`src/rtl/paralelo_a_serie_if.sv`:
```
// Link bundle for paralelo_a_serie: the parallel load port plus the serial line outputs.
// Handshake: a word moves when load_valid and load_ready are both high at a rising clk edge;
// load_ready depends only on state, never on load_valid, and parallel_in matters only on that edge.
interface paralelo_a_serie_if #(
  parameter int WIDTH = 4
);
  logic             en;
  logic             load_valid;
  logic [WIDTH-1:0] parallel_in;
  logic             load_ready;
  logic             serial_out;
  logic             serial_valid;
  logic             frame_start;
  logic             frame_last;
  logic             busy;

  modport master (
    output en, load_valid, parallel_in,
    input  load_ready, serial_out, serial_valid, frame_start, frame_last, busy
  );

  modport slave (
    input  en, load_valid, parallel_in,
    output load_ready, serial_out, serial_valid, frame_start, frame_last, busy
  );
endinterface

```
`src/rtl/paralelo_a_serie.sv`:
```
// Parallel-to-serial transmitter with first/last frame flags and enable-driven stalls.
// Optional macro PARITY_EN appends one even-parity bit to every frame.
module paralelo_a_serie #(
  parameter int WIDTH     = 4,
  parameter bit MSB_FIRST = 1'b1
) (
  input  logic                clk,
  input  logic                rst_n,
  paralelo_a_serie_if.slave   link,
  output logic [1:0]          state_dbg
);
  typedef enum logic [1:0] {
    IDLE   = 2'd0,
    SHIFT  = 2'd1,
    PARITY = 2'd2
  } state_t;

  localparam int             CW      = $clog2(WIDTH + 1);
  localparam logic [CW-1:0]  LAST    = CW'(WIDTH - 1);
  localparam logic [CW-1:0]  LAST_M1 = CW'(WIDTH - 2);

  state_t           state;
  logic [WIDTH-1:0] sreg;
  logic [CW-1:0]    cnt;
  logic             serial_out_q;
  logic             serial_valid_q;
  logic             frame_start_q;
  logic             frame_last_q;
  logic             load_ready_q;
  logic             busy_q;
`ifdef PARITY_EN
  logic             par_bit;
`endif

  // The bit presented next always sits at the outgoing end of the register.
  function automatic logic head(input logic [WIDTH-1:0] w);
    return MSB_FIRST ? w[WIDTH-1] : w[0];
  endfunction

  function automatic logic [WIDTH-1:0] advance(input logic [WIDTH-1:0] w);
    return MSB_FIRST ? (w << 1) : (w >> 1);
  endfunction

  always_ff @(posedge clk or negedge rst_n) begin
    if (!rst_n) begin
      state          <= IDLE;
      sreg           <= '0;
      cnt            <= '0;
      serial_out_q   <= 1'b0;
      serial_valid_q <= 1'b0;
      frame_start_q  <= 1'b0;
      frame_last_q   <= 1'b0;
      load_ready_q   <= 1'b1;
      busy_q         <= 1'b0;
`ifdef PARITY_EN
      par_bit        <= 1'b0;
`endif
    end else begin
      case (state)
        IDLE: begin
          // load_ready is high throughout IDLE, so load_valid alone completes the handshake.
          if (link.load_valid) begin
            state          <= SHIFT;
            sreg           <= advance(link.parallel_in);
            cnt            <= '0;
            serial_out_q   <= head(link.parallel_in);
            serial_valid_q <= 1'b1;
            frame_start_q  <= 1'b1;
            frame_last_q   <= 1'b0;
            load_ready_q   <= 1'b0;
            busy_q         <= 1'b1;
`ifdef PARITY_EN
            par_bit        <= ^link.parallel_in;
`endif
          end
        end
        SHIFT: begin
          if (link.en) begin
            frame_start_q <= 1'b0;
            if (cnt == LAST) begin
`ifdef PARITY_EN
              state        <= PARITY;
              serial_out_q <= par_bit;
              frame_last_q <= 1'b1;
`else
              state          <= IDLE;
              serial_out_q   <= 1'b0;
              serial_valid_q <= 1'b0;
              frame_last_q   <= 1'b0;
              load_ready_q   <= 1'b1;
              busy_q         <= 1'b0;
`endif
            end else begin
              cnt          <= cnt + 1'b1;
              serial_out_q <= head(sreg);
              sreg         <= advance(sreg);
`ifdef PARITY_EN
              frame_last_q <= 1'b0;
`else
              frame_last_q <= (cnt == LAST_M1);
`endif
            end
          end
        end
`ifdef PARITY_EN
        PARITY: begin
          if (link.en) begin
            state          <= IDLE;
            serial_out_q   <= 1'b0;
            serial_valid_q <= 1'b0;
            frame_last_q   <= 1'b0;
            load_ready_q   <= 1'b1;
            busy_q         <= 1'b0;
          end
        end
`endif
        default: state <= IDLE;
      endcase
    end
  end

  assign link.serial_out   = serial_out_q;
  assign link.serial_valid = serial_valid_q;
  assign link.frame_start  = frame_start_q;
  assign link.frame_last   = frame_last_q;
  assign link.load_ready   = load_ready_q;
  assign link.busy         = busy_q;
  assign state_dbg         = state;
endmodule
```
`src/flat_wrapper.sv`:
```
// flat-port wrapper written by rule: the top's interface ports become plain ports
module paralelo_a_serie_flat 
#(
  parameter int WIDTH     = 4,
  parameter bit MSB_FIRST = 1'b1
)
  (clk, rst_n, state_dbg, link_en, link_load_valid, link_parallel_in, link_load_ready, link_serial_out, link_serial_valid, link_frame_start, link_frame_last, link_busy);
  paralelo_a_serie_if #(.WIDTH(WIDTH)) link_i ();
  input  logic clk;
  input  logic rst_n;
  output logic [1:0] state_dbg;
  input wire logic [$bits(link_i.en)-1:0] link_en;
  input wire logic [$bits(link_i.load_valid)-1:0] link_load_valid;
  input wire logic [$bits(link_i.parallel_in)-1:0] link_parallel_in;
  output wire logic [$bits(link_i.load_ready)-1:0] link_load_ready;
  output wire logic [$bits(link_i.serial_out)-1:0] link_serial_out;
  output wire logic [$bits(link_i.serial_valid)-1:0] link_serial_valid;
  output wire logic [$bits(link_i.frame_start)-1:0] link_frame_start;
  output wire logic [$bits(link_i.frame_last)-1:0] link_frame_last;
  output wire logic [$bits(link_i.busy)-1:0] link_busy;
  assign link_i.en = link_en;
  assign link_i.load_valid = link_load_valid;
  assign link_i.parallel_in = link_parallel_in;
  assign link_load_ready = link_i.load_ready;
  assign link_serial_out = link_i.serial_out;
  assign link_serial_valid = link_i.serial_valid;
  assign link_frame_start = link_i.frame_start;
  assign link_frame_last = link_i.frame_last;
  assign link_busy = link_i.busy;
  paralelo_a_serie #(.WIDTH(WIDTH), .MSB_FIRST(MSB_FIRST)) u_core (.clk(clk), .rst_n(rst_n), .link(link_i), .state_dbg(state_dbg));
endmodule
```
`config.mk`:
```
export PLATFORM = sky130hd
export DESIGN_NAME = paralelo_a_serie_flat
export DESIGN_NICKNAME = d
export VERILOG_FILES = /design/src/rtl/paralelo_a_serie_if.sv /design/src/rtl/paralelo_a_serie.sv /design/src/flat_wrapper.sv
export SDC_FILE = /design/constraint.sdc
export NUM_CORES = 1
export LEC_CHECK = 0
export CAP_MARGIN = 40
export CORE_MARGIN = 5
export CORE_UTILIZATION = 46
export DETAILED_ROUTE_END_ITERATION = 8
export HOLD_SLACK_MARGIN = 0.15
export PLACE_DENSITY = 0.77
export SLEW_MARGIN = 10
export SYNTH_ARGS = -nofsm -noshare
export SYNTH_HDL_FRONTEND = slang
export SYNTH_SLANG_ARGS = --single-unit
```
`constraint.sdc`:
```
create_clock -name clk -period 2.1 [get_ports clk]
set_input_delay 0.42 -clock clk [delete_from_list [all_inputs] [get_ports clk]]
set_output_delay 0.42 -clock clk [all_outputs]
set_load 0.02 [all_outputs]
```
# [Word level (Yosys, flattened, before mapping)]
# Cells that the tools add are included.
[word_totals] reg_bits=14 input_bits=8 out_inout_bits=8 word_cells=51
[classes] add_sub_neg=1 n_eq_ne=7 n_mux=29 reduce_logical=6
[ops] op="two-way mux 1 bit" n=12
[ops] op="two-way mux 4 bit" n=3
[ops] op="one-hot mux 1 bit (2 select lines)" n=5
[ops] op="two-way mux 3 bit" n=3
[ops] op="one-hot mux 4 bit (2 select lines)" n=1
[ops] op="AND reduction 4 bit" n=2
[ops] op="equality test 3 x 2 -> 1 bit, second input constant" n=2
[ops] op="two-way mux 2 bit" n=3
[ops] op="inequality test 2 bit, second input constant" n=3
[ops] op="one-hot mux 3 bit (2 select lines)" n=1
[ops] op="AND reduction 3 bit" n=2
[ops] op="one-hot mux 2 bit (2 select lines)" n=1
[ops] op="adder 3 x 1 -> 3 bit, second input constant" n=1
[ops] op="equality test 2 x 1 -> 1 bit, second input constant" n=1
[ops] op="zero test 2 bit" n=1
[ops] op="inequality test 2 x 1 -> 1 bit, second input constant" n=1
[ops] op="nonzero test 2 bit" n=1

# [Depth between registers and ports, before layout]
[depth] ltp_word=4 depth_mapped=6 depth_no_buf=5

# [Worst setup path after synthesis]
# Ideal clock, no wire load.
[synth_timing] path_type="register to register" start="register u_core.cnt[1]" end="register u_core.frame_last_q (netlist: u_core.link.frame_last)" setup_ps=121 arrival_time_ps=1308 required_ps=1979 setup_slack_ps=671 path_stages_with_launch=7 path_buffers=1 period_less_slack_ps=1429 cell_sequence="dfrtp_1 ha_1 ha_1 nor2b_4 buf_6 a32o_1 a22o_1"
[synth_via] elab_chain_len=4 word_cells_on_any_way=5 cone_classes="eq/ne (2); mux (3)"
[synth_rtl] element="from (decl)" line="paralelo_a_serie.sv:24" source="logic [CW-1:0] cnt;"
[synth_rtl] element="from (signal assigned)" line="paralelo_a_serie.sv:94" source="cnt <= cnt + 1'b1;"
[synth_rtl] element="equality test 3 x 2 -> 1 bit, on equally long branches" line="paralelo_a_serie.sv:100, paralelo_a_serie.sv:80"
[synth_rtl] element="two-way mux 1 bit (*)" line="paralelo_a_serie.sv:80" source="if (cnt == LAST) begin"
[synth_rtl] element="two-way mux 1 bit (*)" line="paralelo_a_serie.sv:78" source="if (link.en) begin"
[synth_rtl] element="one-hot mux 1 bit (2 select lines) (*)" line="paralelo_a_serie.sv:59" source="case (state)"
[synth_rtl] element="to (signal assigned)" line="paralelo_a_serie.sv:100" source="frame_last_q <= (cnt == LAST_M1);"
[synth_rtl] element="to (decl)" line="paralelo_a_serie.sv:28" source="logic frame_last_q;"
# Mark *: on every way between the ends. The rest lies on a longest branch, timed or not. The select of a mux whose other input is x is not followed.
# A chain may end at the register's enable or synchronous reset.

# [Worst setup path after layout]
[layout_timing] start="register u_core.serial_valid_q (netlist: u_core.link.serial_valid)" end="output port link_serial_valid"
[layout_lines] element="from (decl)" line="paralelo_a_serie.sv:26" source="logic serial_valid_q;"
[layout_lines] element="from (signal assigned)" line="paralelo_a_serie.sv:50" source="serial_valid_q <= 1'b0;"
[layout_lines] element="from (signal assigned)" line="paralelo_a_serie.sv:67" source="serial_valid_q <= 1'b1;"
[layout_lines] element="from (signal assigned)" line="paralelo_a_serie.sv:88" source="serial_valid_q <= 1'b0;"
[layout_lines] element="to (decl)" line="flat_wrapper.sv:17" source="output wire logic [$bits(link_i.serial_valid)-1:0] link_serial_valid;"
# No word-level cell between the ends.

==> flow_summary.toml <==
[worst_setup_path]
critPathCaptureType = "output pin"
worstPathCellList = "clkdlybuf4s50_1"
crit_fanout = 12
critical-path-slowest-cell = "clkdlybuf4s50_1"
crit_family = "buffers and inverters"
critPathLaunchType = "register"
crit_buf_inv = 1
slowest_delay_ps = 690
cp.required_ps = 1680
arrival_ps = 1560
crit_type = "register to output pin"

[clock_tree]
ctsHtreeMaxLevel = 1
clkTransAtPathRegs_ps = 70
cts_resized = 0
clockRootBuffer = "clkbuf_4"
clock_path_buffers = 2
cts_tree = "built"
worstSkewPairLatency_ps = 270
ctsHoldBuffers = 0
cts_buffers = 3
cts.sinks = 11
cts_setup_buffers = 0

[yosys]
synthAdderAreaFrac_pct = 6.07
synth_top_family_by_area = "compound AO/OA/AOI/OAI gates"
synthSimpleGateAreaFrac_pct = 15.8
ys_seq_area_share_pct = 44.7
synth.most_common_cell = "dfrtp_1"
synth.net_count = 73
yosys.area.top_type = "dfrtp_1"
synth_cells = 62
synth_mux_area_share_pct = 4.86
synth_compound_area_share_pct = 15.8
synthTopCellsByArea = "dfrtp_1, ha_1, mux2i_1, nand3_1, dfstp_2"
synth_common_cells = "dfrtp_1, nand3_1, inv_1, nand2_1"
synth_top_area_share_pct = 40.5
yosysWarnings = 0
synth-seq-cells = 11
async_flop_share_pct = 100
synth.cell_area_um2 = 618
synth-edff-count = 0
synth_ff_type = "dfrtp_1"
syn_area_per_cell_um2 = 9.97
synth_cell_types = 29
synth_xor_area_share_pct = 1.42

[power_and_ir_drop]
peakVddDrop_mv = 0.743
powerDensity_mw_per_mm2 = 1340
p_leak_nw = 0.362

[placement]
dp_hpwl_um = 951
portBuffers = 14
place_ws_ps = 398
gp_congestion = 0.768
dp_cells = 85
placed_cell_area_um2 = 737

[grt]
grt-ovfl-total = 0
antenna_found_initial = 0
grt_usage_pct = 13.8
grt_pass1_vias = 422
grt_max_degree = 13
grt_pass1_wl_um = 1970

[route]
viasPerCell = 5.72
dr.pass1.iters = 5
drc = 0
vias = 509
initialDrtViolationCount = 8
post_drt_wl_per_cell_um = 14.3
finalWirelength_um = 1280
ant_nets = 0

[timing]
grt_setup_unrepaired = "false"
holdWs_ps = 477
min_period_ps = 1980
finalWorstSetupSlack_ps = 124
setup_viol_count_final = 0
worst_pin_slew_ps = 498
hold_viol = 0
final_max_slew_viol_count = 0
relSlewSlack_pct = 66.7
fmax_ghz = 0.506
period_share_pct = 94.1
clock_skew_ps = 1.96
setup-tns-final_ps = 0

[layout]
finalInstanceArea_um2 = 763
drive_gt1_share_pct = 9.46
final_nets = 86
diodes = 0
finalNonFillerCells = 89
fillerInstances = 113
area_growth_pct = 23.5

[die]
core_mm2 = 0.00128
io_pins = 16
dieWidth_um = 46.7
die_y_um = 46.7
start_util_pct = 48.1
rows = 13
dieArea_mm2 = 0.00218

[min_path]
hold_path_class = "input port to asynchronous set/reset pin"

[job]
cap_viol_max_count = 0

[run_status]
outcome = "complete, no violations"
## cell families after synthesis
logic type      count (synthesis)
simple gates                   18
other cells                     1
fa+ha+maj                       3
xor+xnor                        1
mux                             3
buf+inv                        12
compound gates                 13
flops                          11
## metal layers
metal,GRT usage [%],wire (um),up-vias
met1,17.5,540,238
met2,19.8,601,27
li1,-,-,236
met5,0,0,-
met4,9.94,38,0
met3,3.91,97,8
## final cells by class
class                           count  area, um^2  area share [%]
Tap cell                           15        18.8            2.46
Inverter                            5        18.8            2.46
Timing Repair Buffer               15         148            19.3
Sequential cell                    11         277            36.2
Multi-Input combinational cell     39         275            36.1
Clock buffer                        4        26.3            3.44
## path summary, 6_finish.rpt
path                                                 to  depth (start not counted)                startpoint  slack (ps)
worst max-delay path                  link_serial_valid                          1  u_core.link.serial_valid         120
min in group clk                u_core.link.frame_start                          1   u_core.link.frame_start         520
worst min register to register  u_core.link.frame_start                          1   u_core.link.frame_start         520
worst max register to register            u_core.cnt[2]                          5             u_core.cnt[1]         570
max in group asynchronous        u_core.link.load_ready                          1                     rst_n        1270
worst min-delay path                      u_core.cnt[2]                          1                     rst_n         480
## registers in the layout, summed over array words and instances, names as in the netlist
| register | cells |
|---|---|
| u_core.sreg | 3 |
| u_core.link.frame_last | 1 |
| u_core.link.load_ready | 1 |
| u_core.link.frame_start | 1 |
| u_core.link.serial_valid | 1 |
| u_core.cnt | 3 |
| u_core.link.serial_out | 1 |
## placed cells by master, fill, tap and decap left out, types with 2 or more instances in the layout
cell / instances
inv_1: 5
dfrtp_1: 10
mux2i_1: 3
a22o_1: 2
ha_1: 3
nand2_1: 4
clkbuf_4: 3
a21oi_1: 3
clkdlybuf4s50_1: 14
nor2_1: 3
nand3_1: 6
## worst reg2reg max path: stages, from the launching register on
cell and delay [ps]:
dfrtp_1 420, ha_1 200, ha_1 240, nor2b_4 230, mux2i_1 230, a22o_1 150
## report_power, final
group | total, W | internal, W | switching (W)
combinational | 0.000476 | 0.000241 | 0.000234
sequential | 0.000398 | 0.000309 | 0.0000884
clock | 0.000150 | 0.0000736 | 0.0000763
total | 0.00102 | 0.000624 | 0.000399
## metrics by stage
step | power, W | util (%)
finish | 0.00102 | 59.4
global route | 0.00109 | 59.4
CTS | 0.00103 | 59.4
detailed placement | 0.000875 | 57.4
global placement | 0.000857 | 57.4
floorplan | 0.000723 | -
Note: power is estimated with default switching activity, not from simulation.
==> RTL change 1, RTL diff (config.mk and constraints unchanged) <==
`WIDTH` is set to 4 in 3 places; all go to 8.
--- a/src/rtl/paralelo_a_serie_if.sv
+++ b/src/rtl/paralelo_a_serie_if.sv
@@ -3,5 +3,5 @@
 // load_ready depends only on state, never on load_valid, and parallel_in matters only on that edge.
 interface paralelo_a_serie_if #(
-  parameter int WIDTH = 4
+  parameter int WIDTH = 8
 );
   logic             en;
--- a/src/rtl/paralelo_a_serie.sv
+++ b/src/rtl/paralelo_a_serie.sv
@@ -2,5 +2,5 @@
 // Optional macro PARITY_EN appends one even-parity bit to every frame.
 module paralelo_a_serie #(
-  parameter int WIDTH     = 4,
+  parameter int WIDTH     = 8,
   parameter bit MSB_FIRST = 1'b1
 ) (
--- a/src/flat_wrapper.sv
+++ b/src/flat_wrapper.sv
@@ -2,5 +2,5 @@
 module paralelo_a_serie_flat 
 #(
-  parameter int WIDTH     = 4,
+  parameter int WIDTH     = 8,
   parameter bit MSB_FIRST = 1'b1
 )
Interface: changed (resized link_parallel_in); port bits go from 16 to 20. The function was not compared with the original's and may differ.
==> RTL change 1 against the unedited design <==
Setup slack better by 130 ps; sequential cell count up 5; global-route usage up 0.50 points; count of clock-buffer cells in the layout unchanged; total power up 39%; design area up 50%; wire length up 39%; via count up 31%; area after synthesis up 48%; first-iteration DRC count up 50%.
==> RTL change 1: results (changes against the unedited design) <==
Pwr:
- The cell leakage power is 0.515 nW (+42%).
- The internal power component came to 918 uW (+47%).
- The maximum ir drop on the vdd rail came to 0.000680 V (-8.5%).

Place:
- The worst-case setup slack after placement was 235 ps (-163 ps).
- The routability congestion estimate is 0.923 (+20%).
- The HPWL after detailed placement is 1330 um (+40%).
- The area after detailed placement was 1110 um2 (+51%).
- The number of buffers added on ports came to 18 (+4).

Synth:
- The sequential area share after synthesis is 0.440 (-0.00704).
- By count the netlist is led by 15 x sky130_fd_sc_hd__dfrtp_1, 8 x sky130_fd_sc_hd__nand3_1, 7 x sky130_fd_sc_hd__nand2_1, 6 x sky130_fd_sc_hd__mux2_2, 6 x sky130_fd_sc_hd__mux2_4.
- The number of cells produced by synthesis is 85 (+37%).
- By area the synthesized netlist is led by sky130_fd_sc_hd__dfrtp_1 41%, sky130_fd_sc_hd__mux2_4 9.9%, sky130_fd_sc_hd__mux2_2 7.4%.
- The synthesis warning total is 0 (unchanged).
- The count of different cell masters after synthesis was 29 (unchanged).
- The async set-reset flop share out of synthesis is 1.00 (unchanged).
- The number of nets in the synthesized netlist is 99 (+36%).

Clock tree:
- The number of buffers added by the clock tree synthesis step is 3 (unchanged).
- CTS placed an instance of sky130_fd_sc_hd__clkbuf_4 at the clock tree root.
- The number of gates resized after CTS came to 0 (unchanged).
- The post-CTS setup buffer count is 0 (unchanged).
- The number of hold-repair buffers added at the cts stage came to 0 (unchanged).
- The clock input transition at the sequential cells of the worst setup and hold paths is 100 ps (+30 ps).
- The CTS H-tree depth is 1 (unchanged).

Drt:
- The total via count in the routed design is 666 (+31%).
- The count of routing violations after the opening detailed-route iteration came to 12 (+4).
- The detailed-route wire length per cell was 13.5 um (-5.7%).
- The first-pass detailed-route iteration total is 4 (-1).

Critical path:
- The data arrival time of the critical path is 1420 ps (-140 ps).
- Grouping stages by cell kind, the critical path spends the most delay in buffers and inverters.
- The maximum single-stage delay on the critical path is 600 ps (-90 ps).
- The worst setup slack for register-to-register paths is 310 ps (-260 ps).
- The slowest library cell on the worst path is sky130_fd_sc_hd__clkdlybuf4s50_1.
- The highest fanout seen on the critical path came to 2 (-10).

GRT:
- The total global routing overflow is 0 (unchanged).
- The total routing usage reported by global routing came to 0.143 (+0.00503).
- The largest net degree at the start of global routing was 20 (+7).
- The initial antenna violation count was 0 (unchanged).
- The number of global-route vias before repair came to 659 (+56%).
- The wire length of the first global-routing pass came to 2970 um (+51%).

Layout:
- The layout cell share with drive strength beyond 1 is 0.221 (+0.127).
- The final-layout fill cell count was 169 (+50%).
- The final cell count without fillers was 131 (+47%).
- The cell area after layout is 1150 um2 (+50%).
- The net count of the finished layout is 119 (+38%).
- The largest registers in the layout are u_core.sreg: 7 flops, u_core.cnt: 4 flops.
- The number of antenna repair diodes is 0 (unchanged).

Timing:
- The final hold slack is 448 ps (-29.4 ps).
- The largest clock skew in the final design was 6.07 ps (+4.11 ps).
- The period utilization came to 0.878 (-0.0628).

Run status:
- The flow ran to the end, and the final reports show no timing, DRC or antenna violations.

Worst hold path:
- In this run the worst hold path is classified as input pin to async pin.
[RTL change 1: power by group through the flow]
| stage | sequential, mW | combinational (mW) | clock [mW] |
|---|---|---|---|
| final | 0.560 | 0.656 | 0.204 |
| after global routing | 0.577 | 0.717 | 0.233 |
| after CTS | 0.560 | 0.667 | 0.213 |
| after detailed placement | 0.564 | 0.667 | 0 |
| after global placement | 0.552 | 0.647 | 0 |
| after floorplan | 0.579 | 0.453 | 0 |
[RTL change 1: cells by family (layout without fill, tap and decap cells)]
logic type	after synthesis	count (layout)	synth area share
AND/OR/NAND/NOR	29	29	0.177
flip-flops	16	16	0.440
AO/OA/AOI/OAI	13	13	0.103
multiplexers	12	12	0.173
buffers and inverters	12	31	0.0754
adder cells (fa/ha/maj)	2	2	0.0274
other	1	1	0.00411
[RTL change 1: per-layer routing]
metal	share of wire	GRT usage	wire (um)	vias to the layer above
li1	-	-	-	338
met1	0.43	0.177	763	310
met2	0.51	0.235	904	16
met3	0.049	0.0272	87	2
met4	0.0096	0.0747	17	0
met5	0	0	0	-
[RTL change 1: worst paths after layout]
path | start | endpoint | cells after the start
max | u_core.link.load_ready | link_load_ready | 1
max in group asynchronous | rst_n | u_core.link.load_ready | 2
min | rst_n | u_core.cnt[2] | 2
max reg2reg | u_core.cnt[0] | u_core.sreg[4] | 4
min reg2reg | u_core.link.load_ready | u_core.link.load_ready | 2
min in group clk | u_core.link.load_ready | u_core.link.load_ready | 2
[RTL change 1: area by class of cell]
class | count | share of cell area
multi-input combinational | 57 | 0.385
sequential | 16 | 0.350
timing repair buffer | 23 | 0.190
clock buffer | 4 | 0.0317
tap | 27 | 0.0295
inverter | 4 | 0.0131
==> RTL change 2, RTL diff (same settings) <==
Without the edit above. Reset style: synchronous (`rst_n`), changed in one clocked block.
--- a/src/rtl/paralelo_a_serie.sv
+++ b/src/rtl/paralelo_a_serie.sv
@@ -42,5 +42,5 @@
   endfunction
 
-  always_ff @(posedge clk or negedge rst_n) begin
+  always_ff @(posedge clk) begin
     if (!rst_n) begin
       state          <= IDLE;
Behaviour: differs if rst_n is asserted again (counterexample within 4 cycles, from zero or initial values and one cycle with rst_n low); with rst_n held inactive, the same outputs for 10 cycles.
==> RTL change 2 against the unedited design <==
Area after synthesis down 11%; wire length down 11%; final cell count up 1.1%; register-to-register slack better by 30 ps; global-route usage down 1.2 points; non-clock buffer count unchanged; setup slack better by 300 ps; first-iteration DRC count down 75%; synthesized cell count unchanged; design area down 6.7%; sequential cell count unchanged.
Power is not compared: it rests on default switching activity, and its combinational part moved more than twofold at a synthesized area within 25%.
==> RTL change 2: results (changes against the unedited design) <==
Synth:
- The synthesis warning total is 0 (unchanged).
- The async set-reset flop share out of synthesis is 0 (-1.00).
- The sequential area share after synthesis came to 0.399 (-0.0483).
- The average cell area after synthesis is 8.90 um2 (-11%).
- Sorting the synthesized cells by area gives the leading types as sky130_fd_sc_hd__dfxtp_1 40%, sky130_fd_sc_hd__ha_1 6.8%, sky130_fd_sc_hd__buf_4 4.1%.
- Counting instances in the post-synthesis netlist gives the leading cell types as 11 x sky130_fd_sc_hd__dfxtp_1, 5 x sky130_fd_sc_hd__nand2_1.
- The count of different cell masters after synthesis is 30 (+3.4%).

Layout:
- The final-layout fill cell count came to 116 (+2.7%).
- The number of antenna repair diodes is 0 (unchanged).
- The net count of the finished layout is 88 (+2.3%).
- The layout cell share with drive strength beyond 1 is 0.105 (+0.0107).
- The largest registers in the layout are u_core.cnt: 3 flops, u_core.sreg: 3 flops.

Place:
- The cell count after placement is 86 (+1.2%).
- The worst-case setup slack after placement is 404 ps (+5.58 ps).
- The HPWL after detailed placement is 846 um (-11%).
- The routability congestion estimate is 0.728 (-5.3%).
- The number of buffers added on ports is 14 (unchanged).

Critical path:
- The worst setup slack for register-to-register paths is 600 ps (+30 ps).
- In this design, the largest share of critical-path delay is due to buffers and inverters.
- The worst register-to-register path begins at u_core.cnt[0].
- The launching instance or port of the critical path is u_core.link.serial_out.
- The maximum single-stage delay on the critical path is 620 ps (-70 ps).
- The highest fanout seen on the critical path is 3 (-9).

Drt:
- The first-pass detailed-route iteration total is 4 (-1).
- The detailed-route wire length per cell came to 12.7 um (-12%).
- The detailed-routed wire length on met3 was 89 um (-8.2%).
- The routed wire length on met2 is 510 um (-15%).
- The total via count in the routed design is 469 (-7.9%).
- The count of routing violations after the opening detailed-route iteration is 2 (-6).
- The wire length on met1 is 520 um (-3.7%).
- The wire length after detailed routing was 1140 um (-11%).

Run status:
- The run finished with clean final reports.

Worst hold path:
- The worst hold path begins at u_core.sreg[1].
- The class of the worst hold path is flip-flop to flip-flop.

GRT:
- The initial antenna violation count is 0 (unchanged).
- The number of global-route vias before repair is 410 (-2.8%).
- The total routing usage reported by global routing came to 0.126 (-0.0123).
- The wire length of the first global-routing pass was 1820 um (-7.4%).
- The largest net degree at the start of global routing is 15 (+2).

Clock tree:
- The number of gates resized after CTS came to 0 (unchanged).
- The clock reaches the later pin of the worst-skew pair after roughly 260 ps.
- The number of buffers added by the clock tree synthesis step is 3 (unchanged).
- The CTS H-tree depth is 1 (unchanged).
- The post-CTS setup buffer count is 0 (unchanged).
- The deepest clock path buffer count came to 2 (unchanged).
- The root buffer selected by CTS is sky130_fd_sc_hd__clkbuf_4.

Timing:
- The period utilization is 0.798 (-0.143).
- The largest clock skew in the final design is 6.05 ps (+4.09 ps).

Pwr:
- The cell leakage power is between 0.2 and 0.3 nW.
- For this design the total switching power over the nets is 123 uW.
## RTL change 2: per-layer routing
| metal | up-vias | GRT usage |
|---|---|---|
| met5 | - | 0 |
| met4 | 0 | 0.0723 |
| met3 | 4 | 0.0285 |
| met2 | 13 | 0.203 |
| met1 | 208 | 0.151 |
| li1 | 244 | - |
## RTL change 2: cells by family (layout without fill, tap and decap cells)
| family | Yosys count | after routing | share of synthesized area |
|---|---|---|---|
| adders and majority gates | 3 | 3 | 0.0680 |
| other | 1 | 1 | 0.00680 |
| muxes | 3 | 3 | 0.0567 |
| AOI/OAI and AO/OA | 16 | 16 | 0.184 |
| and+or+nand+nor | 20 | 20 | 0.209 |
| buffers and inverters | 8 | 22 | 0.0771 |
| DFF | 11 | 11 | 0.399 |
## RTL change 2: worst paths after layout
| check | endpoint | cells past startpoint |
|---|---|---|
| worst max-delay path | link_serial_out | 1 |
| worst min-delay path | u_core.sreg[1] | 2 |
| worst max register to register | u_core.cnt[1] | 5 |
| worst min register to register | u_core.sreg[1] | 2 |
## RTL change 2: power by group through the flow
stage | logic [mW] | clock network [mW] | registers [mW]
2_1_floorplan | 0.0470 | 0 | 0.241
3_3_place_gp | 0.0906 | 0 | 0.234
3_5_place_dp | 0.0922 | 0 | 0.234
4_1_cts | 0.0926 | 0.147 | 0.229
5_1_grt | 0.0998 | 0.159 | 0.231
6_report | 0.0924 | 0.141 | 0.229
## RTL change 2: through the flow
step / hold WS [ps] / cell area, um2 / utilization
detailed placement: 464 / 686 / 0.609
finish: 472 / 712 / 0.632
global route: 505 / 712 / 0.632
global placement: 466 / 686 / 0.609
CTS: 476 / 712 / 0.632
floorplan: 442 / 552 / -
## RTL change 2: cell type report
type,instances,area (um2),share of cell area
Timing Repair Buffer,15,148,0.207
Sequential cell,11,220,0.309
Multi-Input combinational cell,43,289,0.406
Clock buffer,4,26.3,0.0369
Inverter,3,11.3,0.0158
Tap cell,14,17.5,0.0246
